$ cat src/rtl/cordic_pkg.sv
// Shared definitions for the hyperbolic-CORDIC sqrt sequencer.
// Holds the FSM state encoding, the first hyperbolic repeat index, the default
// iteration count and a constant function that returns the total number of
// ITER steps (shift indices plus mandatory repeats) for a given N_ITER.
package cordic_pkg;

    localparam int unsigned N_ITER_DEF = 16;
    localparam int unsigned FIRST_REP  = 4;

    typedef enum logic [1:0] {
        ST_IDLE = 2'd0,
        ST_LOAD = 2'd1,
        ST_ITER = 2'd2,
        ST_DONE = 2'd3
    } state_t;

    // Steps = n_iter + count of {4, 13, 40, ...} <= n_iter.
    // Loop bound is fixed so the function stays a plain constant function.
    function automatic int unsigned num_steps(input int unsigned n_iter);
        int unsigned s;
        int unsigned r;
        s = n_iter;
        r = FIRST_REP;
        for (int k = 0; k < 8; k++) begin
            if (r <= n_iter) begin
                s = s + 1;
                r = 3 * r + 1;
            end
        end
        return s;
    endfunction

endpackage

$ cat src/rtl/cordic_rep_gen.sv
// Shift-index generator with hyperbolic repeat insertion.
// Ports:
//   clk, rst  - clock, async active-high reset
//   init      - reload i=1, rep_flag=0, next_rep=FIRST_REP
//   adv       - advance the index at the end of this cycle (ITER step)
//   idx       - current shift index i (registered)
//   last_c    - combinational: current step is the final one
import cordic_pkg::*;

module cordic_rep_gen #(
    parameter int unsigned N_ITER = N_ITER_DEF,
    parameter int unsigned SHW    = 5
) (
    input  logic           clk,
    input  logic           rst,
    input  logic           init,
    input  logic           adv,
    output logic [SHW-1:0] idx,
    output logic           last_c
);

    // Two extra bits keep 3*next_rep+1 from wrapping for any legal N_ITER.
    localparam int unsigned RW = SHW + 2;

    logic [RW-1:0] next_rep;
    logic          rep_flag;
    logic          at_rep_c;

    assign at_rep_c = (RW'(idx) == next_rep);

    // Final step: top index reached with no repeat still owed on it.
    assign last_c = (idx == SHW'(N_ITER)) && !(at_rep_c && !rep_flag);

    // Index / repeat bookkeeping; the index is held once the final step is reached.
    always_ff @(posedge clk or posedge rst) begin
        if (rst) begin
            idx      <= SHW'(1);
            rep_flag <= 1'b0;
            next_rep <= RW'(FIRST_REP);
        end else if (init) begin
            idx      <= SHW'(1);
            rep_flag <= 1'b0;
            next_rep <= RW'(FIRST_REP);
        end else if (adv && !last_c) begin
            if (at_rep_c && !rep_flag) begin
                rep_flag <= 1'b1;
            end else if (at_rep_c) begin
                rep_flag <= 1'b0;
                next_rep <= RW'(3) * next_rep + RW'(1);
                idx      <= idx + SHW'(1);
            end else begin
                idx <= idx + SHW'(1);
            end
        end
    end

endmodule

$ cat src/rtl/cordic_hyp_seq.sv
// Control sequencer for the iterative hyperbolic-CORDIC square-root datapath.
// Ports:
//   clk, rst   - clock, async active-high reset
//   start      - begin a computation (sampled in IDLE only)
//   abort      - abandon the current run (LOAD/ITER only)
//   y_sign     - MSB of datapath Y register
//   busy       - high in LOAD and ITER
//   done       - one-cycle pulse when the result is valid
//   sel        - 0 = external operand, 1 = feedback path
//   reg_en     - X/Y/Z register write enable
//   shift_amt  - current shift index i
//   add_y      - rotation direction, follows y_sign during ITER
//   step_cnt   - ITER steps completed in the current run
import cordic_pkg::*;

module cordic_hyp_seq #(
    parameter int unsigned N_ITER = N_ITER_DEF,
    parameter int unsigned SHW    = 5,
    parameter int unsigned CW     = 6
) (
    input  logic           clk,
    input  logic           rst,
    input  logic           start,
    input  logic           abort,
    input  logic           y_sign,
    output logic           busy,
    output logic           done,
    output logic           sel,
    output logic           reg_en,
    output logic [SHW-1:0] shift_amt,
    output logic           add_y,
    output logic [CW-1:0]  step_cnt
);

    state_t state_q;
    state_t state_d;
    logic   last_c;
    logic   abort_run_c;

    assign abort_run_c = abort && ((state_q == ST_LOAD) || (state_q == ST_ITER));

    cordic_rep_gen #(
        .N_ITER (N_ITER),
        .SHW    (SHW)
    ) u_rep_gen (
        .clk    (clk),
        .rst    (rst),
        .init   ((state_q == ST_LOAD) || abort_run_c),
        .adv    (state_q == ST_ITER),
        .idx    (shift_amt),
        .last_c (last_c)
    );

    // State register.
    always_ff @(posedge clk or posedge rst) begin
        if (rst) begin
            state_q <= ST_IDLE;
        end else begin
            state_q <= state_d;
        end
    end

    // Next-state logic; start is only looked at in IDLE, so abort never blocks it there.
    always_comb begin
        state_d = state_q;
        case (state_q)
            ST_IDLE: if (start) state_d = ST_LOAD;
            ST_LOAD: state_d = abort ? ST_IDLE : ST_ITER;
            ST_ITER: begin
                if (abort) begin
                    state_d = ST_IDLE;
                end else if (last_c) begin
                    state_d = ST_DONE;
                end
            end
            ST_DONE: state_d = ST_IDLE;
            default: state_d = ST_IDLE;
        endcase
    end

    // Moore output decode; add_y is the one output passed straight through from y_sign.
    always_comb begin
        busy   = 1'b0;
        done   = 1'b0;
        sel    = 1'b0;
        reg_en = 1'b0;
        add_y  = 1'b0;
        case (state_q)
            ST_LOAD: begin
                busy   = 1'b1;
                reg_en = 1'b1;
            end
            ST_ITER: begin
                busy   = 1'b1;
                sel    = 1'b1;
                reg_en = 1'b1;
                add_y  = y_sign;
            end
            ST_DONE: begin
                done = 1'b1;
                sel  = 1'b1;
            end
            default: ;
        endcase
    end

    // Step counter: cleared on load or abort, counts every ITER cycle, holds otherwise.
    always_ff @(posedge clk or posedge rst) begin
        if (rst) begin
            step_cnt <= '0;
        end else if ((state_q == ST_LOAD) || abort_run_c) begin
            step_cnt <= '0;
        end else if (state_q == ST_ITER) begin
            step_cnt <= step_cnt + CW'(1);
        end
    end

    // The run that reaches DONE must have executed exactly the expected step count.
    a_done_steps: assert property (@(posedge clk) disable iff (rst)
        (state_q == ST_DONE) |-> (step_cnt == CW'(num_steps(N_ITER))));

endmodule

$ cat config.mk
export PLATFORM = sky130hd
export DESIGN_NAME = cordic_hyp_seq
export DESIGN_NICKNAME = d
export VERILOG_FILES = /design/src/rtl/cordic_pkg.sv /design/src/rtl/cordic_rep_gen.sv /design/src/rtl/cordic_hyp_seq.sv
export SDC_FILE = /design/constraint.sdc
export NUM_CORES = 1
export LEC_CHECK = 0
export ABC_AREA = 1
export CAP_MARGIN = 20
export CORE_ASPECT_RATIO = 2
export CORE_UTILIZATION = 30
export DETAILED_ROUTE_END_ITERATION = 16
export PLACE_DENSITY_LB_ADDON = 0.08
export SLEW_MARGIN = 20
export SYNTH_ARGS = -nofsm -noshare
export SYNTH_HDL_FRONTEND = slang
export SYNTH_SLANG_ARGS = --single-unit
export TNS_END_PERCENT = 1
$ cat constraint.sdc
create_clock -name clk -period 4.1 [get_ports clk]
set_clock_uncertainty 0.15 [all_clocks]
set_input_delay 0.82 -clock clk [delete_from_list [all_inputs] [get_ports clk]]
set_output_delay 0.82 -clock clk [all_outputs]
set_load 0.02 [all_outputs]
==> run metrics, run 1 <==
Mapped Nets=roughly 240; Critical-path top delay cell=clkdlybuf4s50_1; number of global-route vias before repair=approximately 1500; Clock Tree Root=clkbuf_8; Worst EP arrival=just under 2 ns; CP delay by family, top=buffers and inverters; vias per std cell=4.82; reg-to-reg endpoint=u_rep_gen.next_rep[0]$_DFFE_PP0P_; DRT Pass-1 Iters=4; # hold bufs at CTS=0; setup bufs post-CTS=0; cell taking the most area after synthesis=dfrtp_1; total grt overflow=0; global-route wire length before repair=6850 um; most used cell along the critical path=clkdlybuf4s50_1; DR vias=around 1500; Nets=~260; Post-CTS Resized=0; WHS Endpoint=step_cnt[5]$_DFFE_PP0P_; Num CTS Buffers=3; Die ar.=roughly 0.0056 mm^2; worst-margin pin slew=around 0.86 ns; global placement routability congestion=0.775; crit-path max FO=1; Pins Over Slew Limit=0; Startpoint Class=input pin; synthesis warning total=0; endpoints failing setup=0; GRT Total Usage=0.167; Starting Density=0.311; Skew-Pair Late Insertion Delay=between 0.2 and 0.3 ns; R2R setup slack=~1.9 ns; most common cell in the netlist=nand2_1; CTS tree=done; synth-to-layout area growth=17.9%; Post-synth EDFFs=0; Leak=about 0.96 nW; worst vdd ir=between 0.6 and 0.7 mV; worst path bufs/invs=3; htree depth=1; hpwl dp=approximately 3200 um; Post-synth top cells=74 x nand2_1, 30 x inv_1, 23 x nor2_1, 19 x dfrtp_1, 14 x nand4_1; max cap viols=0; Seq cells post-synth=21; ANT nets after route=0; chip height=roughly 110 um; Core ar.=just over 0.005 mm^2; dominant synthesized flop cell=dfrtp_1; clock sink count=21; post-layout minimum cycle time=slightly below 3 ns; FF-to-FF Start=state_q[0]$_DFFE_PP0P_; antenna cells=0; Final Cycle Share=0.716; detail-routed net length per standard cell=~13 um; crit-path cells=clkdlybuf4s50_1 > nand2_1 > inv_1 > clkdlybuf4s50_1; Power Density=about 780 mW/mm^2; FF-to-FF path depth=8; register area share after synthesis=0.330; IO Pins=21; Final Core Density=0.367; Fin Setup TNS=0 ns; RSZ-0062 raised after global routing=no; asr flop ratio synth=1.00; Die W=between 50 and 60 um; initial antenna violation count=0; Reg clk slew, reported paths=0.08 ns; post-synth top area share=0.297; final wirelength=approximately 4000 um; Relative slew margins=0.427; critical path type=input pin to primary output; share of cells above drive strength 1=0.0820; Post-Syn Area=between 0.0015 and 0.002 mm^2; I/O Buffers=20; delay of the slowest critical-path stage=a little under 0.6 ns; final hold viol count=0; Core Rows=37; data required time of the worst path=3.13 ns; status=complete, no violations; worst min-delay path class=register to register; largest net degree at the start of global routing=22; Distinct cells, synth=29; fmax=between 300 and 400 MHz; CP Capture Type=primary output; Longest Clk Path Bufs=2; hold depth=1; Iter 0 DRT Violations=30; syn avg cell area=between 7 and 8 um^2; synth top area cells=dfrtp_1 30%, nand2_1 17%, ha_1 10%, inv_1 7.0%, nand4_1 5.5%; cell count after synthesis=approximately 220; min-delay src=step_cnt[5]$_DFFE_PP0P_; DRC errors left=0
==> power breakdown <==
| part | leakage (nW) | switching, mW | internal [mW] |
|---|---|---|---|
| Clock | 0.0255 | 0.0763 | 0.0681 |
| Combinational | 0.663 | 0.603 | 0.355 |
| Sequential | 0.275 | 0.0865 | 0.280 |
==> layout make-up <==
cell class                      instances  area (um^2)
Timing Repair Buffer                   21          208
Sequential cell                        21          528
Fill cell                             565         3250
Tap cell                               58         72.6
Inverter                               32          120
Multi-Input combinational cell        166          911
Clock inverter                          1         5.00
Clock buffer                            3         41.3
==> registers in the layout, indices dropped and copies added (netlist names) <==
register and count:
u_rep_gen.next_rep 7, u_rep_gen.rep_flag 1, state_q 2, step_cnt 6, u_rep_gen.idx 5
==> stage by stage <==
step / hold slack (ns) / total power, mW / worst slack (ns) / area [um^2] / instances
3_5_place_dp: 0.310 / 1.34 / 1.17 / 1840 / 298
4_1_cts: 0.322 / 1.49 / 1.16 / 1890 / 302
3_3_place_gp: 0.301 / 1.35 / 1.16 / 1840 / 298
5_1_grt: 0.354 / 1.62 / 1.12 / 1890 / 302
6_report: 0.315 / 1.47 / 1.16 / 1890 / 302
2_1_floorplan: 0.326 / 1.07 / 2.05 / 1600 / 224
==> logic make-up (layout without fill, tap and decap cells) <==
logic type                 after synthesis  after routing  synth area share
AOI/OAI and AO/OA                       20             20            0.0767
adders and majority gates               14             14             0.114
DFF                                     21             21             0.330
buffers and inverters                   37             57             0.100
and+or+nand+nor                        129            129             0.362
xor gates and xnor gates                 3              3            0.0164
==> cells in the final DEF (no fill, tap or decap) <==
cell             instances
clkinv_2                 1
nand3_4                  1
dfstp_2                  2
nand4_1                 14
inv_1                   30
nor3_1                   3
nand3_1                  4
clkbuf_8                 3
or2_2                    1
a21oi_1                  9
o21ai_4                  1
o21ai_0                  5
nand2_2                  1
a31oi_1                  2
nor3b_1                  1
xor2_1                   3
nor2_1                  23
a21oi_2                  1
and3_1                   1
inv_2                    2
nand2_1                 74
o211ai_1                 1
ha_1                    13
o21bai_1                 1
fa_1                     1
nor2_2                   3
buf_4                    1
dfrtp_1                 19
clkdlybuf4s50_1         20
nand3_2                  3
==> per-layer routing <==
layer	share of wire	up-vias	global-route usage
met5	0	-	0
met4	0.022	0	0.0639
met3	0.015	7	0.0130
met2	0.59	19	0.326
met1	0.37	679	0.165
li1	-	750	-
==> how the worst max path moves through the flow <==
stage                      startpoint     to  slack (ns)  depth (start not counted)
5_1_grt                        y_sign  add_y        1.12                          4
3_3_place_gp                   y_sign  add_y        1.16                          4
6_report                       y_sign  add_y        1.16                          4
3_5_place_dp                   y_sign  add_y        1.17                          4
4_1_cts                        y_sign  add_y        1.16                          4
2_1_floorplan  state_q[0]$_DFFE_PP0P_    sel        2.05                          4
Note: power is estimated with default switching activity, not from simulation.
==> run 2, diff against run 1 <==
- clock period: 4.1 -> 2.94 ns (I/O delays scaled with it)
==> run metrics, run 2 (synthesized netlist as in run 1, its figures left out) <==
status=complete, no violations; hpwl dp=approximately 3200 um; worst min-delay path class=register to register; Final Non-Filler Cells=303; synth-to-layout area growth=18.4%; Most flops, register=u_rep_gen.next_rep; data required time of the worst path=2.20 ns; IO Pins=21; setup bufs post-CTS=0; worst-margin pin slew=~0.51 ns; max FFs per register=7; # hold bufs at CTS=0; antenna cells=0; Core Rows=37; final hold viol count=0; number of global-route vias before repair=roughly 1500; worst vdd ir=around 0.63 mV; crit-path max FO=9; Relative slew margins=0.657; CTS tree=done; chip height=around 110 um; Fin Setup TNS=0 ns; max cap viols=0; Largest regs=u_rep_gen.next_rep x7, step_cnt x6, u_rep_gen.idx x5; Final Cycle Share=0.900; Worst EP arrival=1.91 ns; multi-input logic area=slightly above 900 um^2; ANT nets after route=0; Skew-Pair Late Insertion Delay=about 0.27 ns; Pins Over Slew Limit=0; Longest Clk Path Bufs=2; fmax=between 300 and 400 MHz; most frequent cells in the layout=74 x nand2_1, 30 x inv_1, 23 x nor2_1; Nets=about 270; GRT Total Usage=0.166; filler cell count=567; Startpoint Class=register; clock sink count=21; critical path type=register to primary output; global placement routability congestion=between 0.7 and 0.8; I/O Buffers=20; commonest non-fill, non-tap cell in the layout=nand2_1; Reg clk slew, reported paths=roughly 0.090 ns; Core ar.=between 0.005 and 0.006 mm^2; endpoints failing setup=0; Die ar.=roughly 0.0056 mm^2; DRC errors left=0; htree depth=1; Clock Tree Root=clkbuf_8; Final Core Density=0.368; total grt overflow=0; Reg area=528 um^2; share of cells above drive strength 1=0.0857; Post-CTS Resized=0; Iter 0 DRT Violations=26; Starting Density=0.311; DR vias=approximately 1500; detail-routed net length per standard cell=about 13 um; DRT Pass-1 Iters=4; vias per std cell=between 4 and 5; Placed Instances=roughly 300; Leak=between 0.9 and 1 nW; post-layout minimum cycle time=between 2 and 3 ns; Num CTS Buffers=3; Power Density=~1100 mW/mm^2; RSZ-0062 raised after global routing=no; initial antenna violation count=0; final wirelength=4060 um; global-route wire length before repair=6710 um; largest net degree at the start of global routing=22; CP Capture Type=primary output; Die W=roughly 54 um
[run 2: worst max-delay path, stage by stage (launching register included)]
cell	delay (ns)
dfrtp_1	0.39
inv_1	0.09
ha_1	0.32
or2_2	0.31
clkdlybuf4s50_1	0.54
[run 2: power breakdown]
group / total, mW / switching (mW) / internal (mW)
clock network: 0.200 / 0.105 / 0.0947
registers: 0.513 / 0.123 / 0.391
logic: 1.33 / 0.836 / 0.497
total: 2.05 / 1.06 / 0.982
[run 2: layout make-up]
cell class | count | area share
clock inverters | 1 | 0.00264
clock buffers | 3 | 0.0218
multi-input cells | 166 | 0.481
flip-flops and latches | 21 | 0.279
inverters | 32 | 0.0634
well taps | 58 | 0.0383
repair buffers | 22 | 0.114
[run 2: stage by stage]
| step | setup slack, ns | area (um^2) | hold slack [ns] | power [mW] |
|---|---|---|---|---|
| final | 0.295 | 1890 | 0.334 | 2.05 |
| after global routing | 0.192 | 1890 | 0.356 | 2.26 |
| after CTS | 0.272 | 1890 | 0.336 | 2.08 |
| after detailed placement | 0.446 | 1850 | 0.325 | 1.87 |
| after global placement | 0.462 | 1850 | 0.329 | 1.88 |
| after floorplan | 0.948 | 1600 | 0.326 | 1.50 |
[run 2: path summary, 6_finish.rpt]
check,from,depth (start not counted),endpoint,slack (ns)
min,step_cnt[5]$_DFFE_PP0P_,1,step_cnt[5]$_DFFE_PP0P_,0.33
max,state_q[0]$_DFFE_PP0P_,4,sel,0.29
min in group asynchronous,rst,3,u_rep_gen.next_rep[5]$_DFFE_PP0P_,0.50
max reg2reg,state_q[0]$_DFFE_PP0P_,7,u_rep_gen.next_rep[1]$_DFFE_PP0P_,0.73
min reg2reg,step_cnt[5]$_DFFE_PP0P_,1,step_cnt[5]$_DFFE_PP0P_,0.33
max in group asynchronous,rst,3,u_rep_gen.next_rep[2]$_DFFE_PP1P_,1.85
[run 2: routing by layer]
metal / vias to the layer above / GRT usage / share of wire
met2: 31 / 0.332 / 0.60
met5: - / 0 / 0
li1: 755 / - / -
met1: 696 / 0.146 / 0.34
met4: 0 / 0.0883 / 0.035
met3: 10 / 0.0130 / 0.022
